<file path="src/rtl/multicycle_controller.sv">
// Sequencing FSM for a multicycle RV32 core (lw, sw, R/I ALU, beq, jal).
// Shares one memory port through a req/ready handshake with a bounded wait.
module multicycle_controller #(
  parameter int unsigned WAIT_LIMIT = 255
) (
  input  logic       clock,
  input  logic       reset,
  input  logic [6:0] op,
  input  logic [2:0] funct3,
  input  logic [6:0] funct7,
  input  logic       zero,
  input  logic       mem_ready,
  output logic       mem_req,
  output logic       mem_write,
  output logic       adr_src,
  output logic       pc_write,
  output logic       ir_write,
  output logic       reg_write,
  output logic [1:0] alu_src_a,
  output logic [1:0] alu_src_b,
  output logic [1:0] imm_src,
  output logic [1:0] result_src,
  output logic [2:0] alu_op,
  output logic       instr_done,
  output logic       trap,
  output logic [1:0] trap_cause,
  output logic [3:0] state
);

  localparam int unsigned CNT_W = (WAIT_LIMIT > 1) ? $clog2(WAIT_LIMIT + 1) : 1;
  localparam int unsigned LIMIT_M1 = (WAIT_LIMIT > 0) ? WAIT_LIMIT - 1 : 0;

  localparam logic [6:0] OP_LOAD  = 7'b0000011;
  localparam logic [6:0] OP_STORE = 7'b0100011;
  localparam logic [6:0] OP_RTYPE = 7'b0110011;
  localparam logic [6:0] OP_ITYPE = 7'b0010011;
  localparam logic [6:0] OP_BR    = 7'b1100011;
  localparam logic [6:0] OP_JAL   = 7'b1101111;

  localparam logic [2:0] ALU_ADD = 3'b000;
  localparam logic [2:0] ALU_SUB = 3'b001;
  localparam logic [2:0] ALU_AND = 3'b010;
  localparam logic [2:0] ALU_OR  = 3'b011;
  localparam logic [2:0] ALU_SLT = 3'b101;

  typedef enum logic [3:0] {
    S_FETCH    = 4'd0,
    S_DECODE   = 4'd1,
    S_MEMADR   = 4'd2,
    S_MEMREAD  = 4'd3,
    S_MEMWB    = 4'd4,
    S_MEMWRITE = 4'd5,
    S_EXECR    = 4'd6,
    S_EXECI    = 4'd7,
    S_ALUWB    = 4'd8,
    S_BEQ      = 4'd9,
    S_JAL      = 4'd10,
    S_TRAP     = 4'd11
  } state_t;

  state_t           state_q, state_d;
  logic [CNT_W-1:0] wait_cnt;
  logic             stall_st;
  logic             timeout;
  logic             f3_alu_ok;
  logic [2:0]       alu_dec;

  assign stall_st  = (state_q == S_FETCH) || (state_q == S_MEMREAD) || (state_q == S_MEMWRITE);
  assign timeout   = (WAIT_LIMIT != 0) && stall_st && !mem_ready
                     && (wait_cnt == CNT_W'(LIMIT_M1));
  assign f3_alu_ok = (funct3 == 3'b000) || (funct3 == 3'b010)
                     || (funct3 == 3'b110) || (funct3 == 3'b111);
  assign state     = state_q;

  // ALU operation decoded from funct3 (sub only for R-type with funct7[5])
  always_comb begin
    alu_dec = ALU_ADD;
    case (funct3)
      3'b000:  alu_dec = (op[5] && funct7[5]) ? ALU_SUB : ALU_ADD;
      3'b010:  alu_dec = ALU_SLT;
      3'b110:  alu_dec = ALU_OR;
      3'b111:  alu_dec = ALU_AND;
      default: alu_dec = ALU_ADD;
    endcase
  end

  always_ff @(posedge clock or negedge reset) begin
    if (!reset) state_q <= S_FETCH;
    else        state_q <= state_d;
  end

  always_comb begin
    state_d = state_q;
    case (state_q)
      S_FETCH:    if (mem_ready) state_d = S_DECODE;
                  else if (timeout) state_d = S_TRAP;
      S_DECODE: begin
        state_d = S_TRAP;
        case (op)
          OP_LOAD, OP_STORE: if (funct3 == 3'b010) state_d = S_MEMADR;
          OP_RTYPE:          if (f3_alu_ok) state_d = S_EXECR;
          OP_ITYPE:          if (f3_alu_ok) state_d = S_EXECI;
          OP_BR:             if (funct3 == 3'b000) state_d = S_BEQ;
          OP_JAL:            state_d = S_JAL;
          default:           state_d = S_TRAP;
        endcase
      end
      S_MEMADR:   state_d = op[5] ? S_MEMWRITE : S_MEMREAD;
      S_MEMREAD:  if (mem_ready) state_d = S_MEMWB;
                  else if (timeout) state_d = S_TRAP;
      S_MEMWB:    state_d = S_FETCH;
      S_MEMWRITE: if (mem_ready) state_d = S_FETCH;
                  else if (timeout) state_d = S_TRAP;
      S_EXECR:    state_d = S_ALUWB;
      S_EXECI:    state_d = S_ALUWB;
      S_ALUWB:    state_d = S_FETCH;
      S_BEQ:      state_d = S_FETCH;
      S_JAL:      state_d = S_ALUWB;
      S_TRAP:     state_d = S_TRAP;
      default:    state_d = S_FETCH;
    endcase
  end

  // Wait counter: counts consecutive stalled cycles within one access
  always_ff @(posedge clock or negedge reset) begin
    if (!reset)
      wait_cnt <= '0;
    else if (stall_st && !mem_ready && (state_d == state_q))
      wait_cnt <= wait_cnt + CNT_W'(1);
    else
      wait_cnt <= '0;
  end

  // Sticky trap flag; cause distinguishes decode failure from memory timeout
  always_ff @(posedge clock or negedge reset) begin
    if (!reset) begin
      trap       <= 1'b0;
      trap_cause <= 2'b00;
    end else if ((state_q != S_TRAP) && (state_d == S_TRAP)) begin
      trap       <= 1'b1;
      trap_cause <= (state_q == S_DECODE) ? 2'b01 : 2'b10;
    end
  end

  // Moore output decode; memory request and fetch writes drop during reset
  always_comb begin
    mem_req    = 1'b0;
    mem_write  = 1'b0;
    adr_src    = 1'b0;
    pc_write   = 1'b0;
    ir_write   = 1'b0;
    reg_write  = 1'b0;
    alu_src_a  = 2'b00;
    alu_src_b  = 2'b00;
    imm_src    = 2'b00;
    result_src = 2'b00;
    alu_op     = ALU_ADD;
    instr_done = 1'b0;
    case (state_q)
      S_FETCH: begin
        mem_req    = reset;
        alu_src_b  = 2'b10;
        result_src = 2'b10;
        ir_write   = mem_ready && reset;
        pc_write   = mem_ready && reset;
      end
      S_DECODE: begin
        alu_src_a = 2'b01;
        alu_src_b = 2'b01;
        imm_src   = 2'b10;
      end
      S_MEMADR: begin
        alu_src_a = 2'b10;
        alu_src_b = 2'b01;
        imm_src   = op[5] ? 2'b01 : 2'b00;
      end
      S_MEMREAD: begin
        mem_req = reset;
        adr_src = 1'b1;
      end
      S_MEMWB: begin
        result_src = 2'b01;
        reg_write  = 1'b1;
        instr_done = 1'b1;
      end
      S_MEMWRITE: begin
        mem_req    = reset;
        mem_write  = 1'b1;
        adr_src    = 1'b1;
        instr_done = mem_ready;
      end
      S_EXECR: begin
        alu_src_a = 2'b10;
        alu_op    = alu_dec;
      end
      S_EXECI: begin
        alu_src_a = 2'b10;
        alu_src_b = 2'b01;
        alu_op    = alu_dec;
      end
      S_ALUWB: begin
        reg_write  = 1'b1;
        instr_done = 1'b1;
      end
      S_BEQ: begin
        alu_src_a  = 2'b10;
        alu_op     = ALU_SUB;
        pc_write   = zero;
        instr_done = 1'b1;
      end
      S_JAL: begin
        alu_src_a = 2'b01;
        alu_src_b = 2'b10;
        imm_src   = 2'b11;
        pc_write  = 1'b1;
      end
      default: ;
    endcase
  end

endmodule

</file>
<file path="config.mk">
export PLATFORM = sky130hd
export DESIGN_NAME = multicycle_controller
export DESIGN_NICKNAME = d
export VERILOG_FILES = /design/src/rtl/multicycle_controller.sv
export SDC_FILE = /design/constraint.sdc
export NUM_CORES = 1
export LEC_CHECK = 0
export CAP_MARGIN = 40
export CELL_PAD_IN_SITES_DETAIL_PLACEMENT = 1
export CELL_PAD_IN_SITES_GLOBAL_PLACEMENT = 2
export CORE_UTILIZATION = 21
export CTS_CLUSTER_SIZE = 16
export DETAILED_ROUTE_END_ITERATION = 16
export PLACE_DENSITY_LB_ADDON = 0.3
export SKIP_LAST_GASP = 1
export SLEW_MARGIN = 40
export SYNTH_ARGS = -nofsm -noshare
export SYNTH_HDL_FRONTEND = slang
export SYNTH_SLANG_ARGS = --single-unit
export TNS_END_PERCENT = 30
</file>
<file path="constraint.sdc">
create_clock -name clock -period 1.92 [get_ports clock]
set_input_delay 0.384 -clock clock [delete_from_list [all_inputs] [get_ports clock]]
set_output_delay 0.384 -clock clock [all_outputs]
set_load 0.01 [all_outputs]
</file>
# After elaboration in Yosys (flattened, before gate mapping)
# Cells that the tools add are included.
# Widths: inputs -> output; s select.
# totals
out_inout_bits	25
register_bits	15
# op_classes
add_sub_neg	1
n_reduce_logical	25
muxes	28
n_eq_ne	24
# op_table
op	n
$mux 4	7
$pmux 4 s7	1
$eq 4x4->1 const B	5
$pmux 4 s5	1
$eq 4x3->1 const B	4
$eq 7x6->1 const B	2
$eq 7x7->1 const B	2
$pmux 2 s2	3
$pmux 3 s4	1
$reduce_or 2->1	6
$reduce_or 3->1	4
$add 8x1->8 const B	1
$eq 4x2->1 const B	2
$eq 8x8->1 const B	1
$mux 8	1
$eq 7x2->1 const B	1
$eq 7x5->1 const B	1
$mux 1	7
$eq 3x3->1 const B	2
$logic_and 1x1->1	6
$pmux 2 s3	1
$pmux 3 s2	1
$logic_or 1x1->1	5
$eq 4x1->1 const B	1
11 further kinds	12

# Logic depth before layout (Yosys ltp)
# logic_depth
ltp_word	11
mapped_depth	8
mapped_depth_nobuf	7

# Worst setup path after synthesis
# Ideal clock, no wire load.
# synth_timing
path_type	reg-to-output
startpoint	register state_q[3], in the netlist state[3]
endpoint	output port pc_write
stages_incl_launch_ff	6
t_arrival_ps	1723
required_time_ps	1536
slack_ps	-187
cell_sequence	dfrtp_1 -> buf_4 -> clkbuf_1 -> nor4_1 -> and3_1 -> o21bai_1
# synth_between
elab_chain_len	2
elab_cells_between_ends	4
classes_between	eq/ne (2); mux (1); reduce/logical (1)
# synth_lines
element	line_no	source
from (decl)	61	state_t state_q, state_d;
from (signal assigned)	89	else state_q <= state_d;
$eq 4x4->1 / $logic_not 4->1 (equally long branches)	159	case (state_q)
$pmux 1 s3 (*)	159	
to (decl)	16	output logic pc_write,
# Mark *: on every way between the ends. The rest lies on a longest branch, timed or not.

# Worst setup path in the final report
# layout_timing
startpoint	register state_q[1], in the netlist state[1]
endpoint	output port mem_write
# layout_between
elab_chain_len	2
# layout_lines
element	line_no	source
$eq 4x3->1	159	
$mux 1	159	
to (decl)	14	output logic mem_write,
# No other way between the ends.

==> flow_summary.yaml <==
cts:
  cts_tree: "yes"
  clock_path_buffers: 2
  clkTransAtPathRegs_ns: 0.06
  cts_buffers: 3
  cts-root-buf: "clkbuf_8"
  cts_max_level: 1
  clock_latency_ns: 0.24
  clock-sinks: 15
critical_path:
  r2r_slack_ns: -0.11
  critPathArrivalTime_ns: 1.75
  crit_path_end_kind: "primary output"
  reg2reg_to: "wait_cnt[4]"
  r2r_start: "state[3]"
  critPathLaunchType: "flip-flop"
  crit_type: "flip-flop to primary output"
  crit_path_max_fanout: 10
  slowest_stage: "clkdlybuf4s50_1"
  crit_path_max_incr_delay_ns: 0.54
  r2r_cells: 9
  cp_cell_sequence: "buf_4 -> nand2b_2 -> nor2_1 -> clkdlybuf4s50_1"
  worstPathRequired_ns: 1.54
floorplanning:
  rows: 27
  initial_utilization_pct: 21.9
  die_y_um: 77.9
  dieArea_um2: 6080
  ios: 46
  dieWidth_um: 77.9
  core_area_um2: 5540
routing:
  ant_nets: 0
  routed_wl_um: 4340
  wl_per_cell_um: 13.8
  drtPass1Iterations: 4
  viasPerCell: 4.62
  drcViolationCount: 0
  vias: 1450
  drt_first_iter_violations: 47
logic_synthesis:
  synth_top_family_by_area: "simple AND/OR/NAND/NOR gates"
  synth_area_leaders: "dfrtp_1 31%, nor2_1 6.5%, nand2_1 5.9%, xor2_1 4.3%, nand2b_1 2.6%"
  synth-edff-count: 0
  synth_fa_ha_area_share_pct: 2.07
  synth_common_cells: "21 x nor2_1, 19 x nand2_1, 15 x dfrtp_1"
  synthMuxAreaShare_pct: 0
  ys_ff_latch: 15
  async_flop_share_pct: 100
  syn-num-nets: 176
  synth_cell_types: 46
  seq_area_frac_synth_pct: 31.0
  yosys.area.top_type: "dfrtp_1"
  syn_area_um2: 1210
  synth_simple_gate_area_share_pct: 32.4
  synth-compound-area-share_pct: 22.7
  yosysMostFrequentCell: "nor2_1"
  syn_inst: 153
  yosys_warnings: 0
  synth-xor-area-share_pct: 5.79
  synth_top_cell_area_share_pct: 31.0
  synth_ff_type: "dfrtp_1"
  avgSynthCellArea_um2: 7.92
power_and_ir_drop:
  power_density_nw_per_um2: 1370
  finalPower_mw: 3.02
  vdd_drop_max_v: 0.000457
  leakagePower_nw: 1.08
grt:
  grt_pass1_wl_um: 7470
  grt_max_degree: 16
  antenna_found_initial: 0
  track_usage_pct: 15.2
  grt-ovfl-total: 0
  grt_pass1_vias: 1586
place:
  dp_hpwl_um: 3600
  globalplace.congestion: 0.770
  dp_slack_ns: -0.590
  place_area_um2: 2020
  io_buffers: 39
timing:
  fmax_mhz: 469
  skew_ns: 0.00112
  maxSlewViolCount: 0
  setup_ws_ns: -0.210
  relSlewSlack_pct: 71.7
  period_share_pct: 111
  hold_ws_ns: 0.466
  rsz0062_at_grt: "true"
  hold_viol: 0
  tightest_slew_ns: 0.425
  min_period_ns: 2.13
  finalSetupViolations: 22
hold_path:
  hold_end: "trap"
  min-delay-start: "trap"
  worstHoldPathType: "flip-flop to flip-flop"
  whs_path_depth: 1
final_layout:
  syn_to_final_growth_pct: 82.3
  post-route-util_pct: 39.9
  n_antenna_cell: 0
  layout-drive-gt1-share_pct: 37.6
  fin_area_um2: 2210
  nets: 266
job:
  drv_cap: 0
outcome:
  violations: "setup timing"
  status: "finished with violations"
what timing repair did:
item,4_1_cts,5_1_grt
gates cloned,0,0
pin swaps,3,16
resized for setup,39,30
endpoints found under the setup margin,31,32
hold buffers,0,0
setup buffers,0,6
routing by layer:
| layer | wire length, um | global-route usage (%) | vias up |
|---|---|---|---|
| met5 | 0 | 0 | - |
| met4 | 16 | 3.70 | 0 |
| met3 | 115 | 0.824 | 2 |
| met2 | 2340 | 29.0 | 26 |
| met1 | 1860 | 18.4 | 700 |
| li1 | - | - | 722 |
sequential cells by signal, indices dropped and copies added, names as in the netlist:
| signal | count |
|---|---|
| wait_cnt | 8 |
| trap_cause | 2 |
| state | 4 |
| trap | 1 |
cells by family (layout without fill, tap and decap cells):
logic type / after synthesis / count (layout)
buffers and inverters: 15 / 104
flip-flops: 15 / 15
AND/OR/NAND/NOR: 77 / 77
adder cells (fa/ha/maj): 2 / 2
AO/OA/AOI/OAI: 36 / 36
XOR/XNOR: 8 / 8
layout by cell type, fill, tap and decap left out, drive strengths merged, types with 2 or more instances in the layout:
master | synthesis | layout
or2 | 3 | 3
inv | 6 | 6
a21oi | 6 | 6
xnor2 | 2 | 2
buf | 4 | 60
and3 | 3 | 3
xor2 | 6 | 6
a31o | 2 | 2
nor2b | 2 | 2
nand2b | 5 | 5
o22ai | 2 | 2
and4 | 2 | 2
nand3 | 6 | 6
clkdlybuf4s50 | 0 | 15
dlygate4sd2 | 0 | 6
nor3 | 4 | 4
dlymetal6s2s | 0 | 11
a211oi | 6 | 6
o21ai | 6 | 6
ha | 2 | 2
clkdlybuf4s15 | 0 | 2
nor2 | 21 | 21
clkbuf | 5 | 4
dfrtp | 15 | 15
o32ai | 2 | 2
nand3b | 2 | 2
nor4 | 3 | 3
nand2 | 19 | 19
a21o | 2 | 2
metrics by stage:
stage	instances	setup TNS, ns
5_1_grt	314	-4.45
2_1_floorplan	153	-0.0437
3_5_place_dp	304	-9.80
3_3_place_gp	304	-8.79
4_1_cts	308	-4.40
6_report	314	-2.08
layout make-up:
class | instances | area, um^2
inverters | 6 | 22.5
multi-input cells | 123 | 860
clock buffers | 4 | 45.0
flip-flops and latches | 15 | 379
well taps | 72 | 90.1
repair buffers | 94 | 812
fillers | 651 | 3330
how the worst max path moves through the flow:
stage,startpoint,end,depth (start not counted)
floorplan,state[2],trap_cause[1],7
global placement,funct3[2],wait_cnt[7],8
detailed placement,funct3[2],wait_cnt[5],8
CTS,state[1],alu_src_a[1],4
global route,state[1],alu_src_b[0],4
finish,state[1],mem_write,4
power breakdown:
group	leakage [nW]	internal (mW)	switching [mW]
logic	0.864	1.23	1.07
registers	0.191	0.387	0.0806
clock network	0.0228	0.147	0.102
total	1.08	1.77	1.26
critical path, delay by kind of cell, from the launching register on:
family        cells  cell delay (ns)
buf+inv           2             0.73
flops             1             0.42
simple gates      2             0.37
Power figures use the tool's default switching activity.
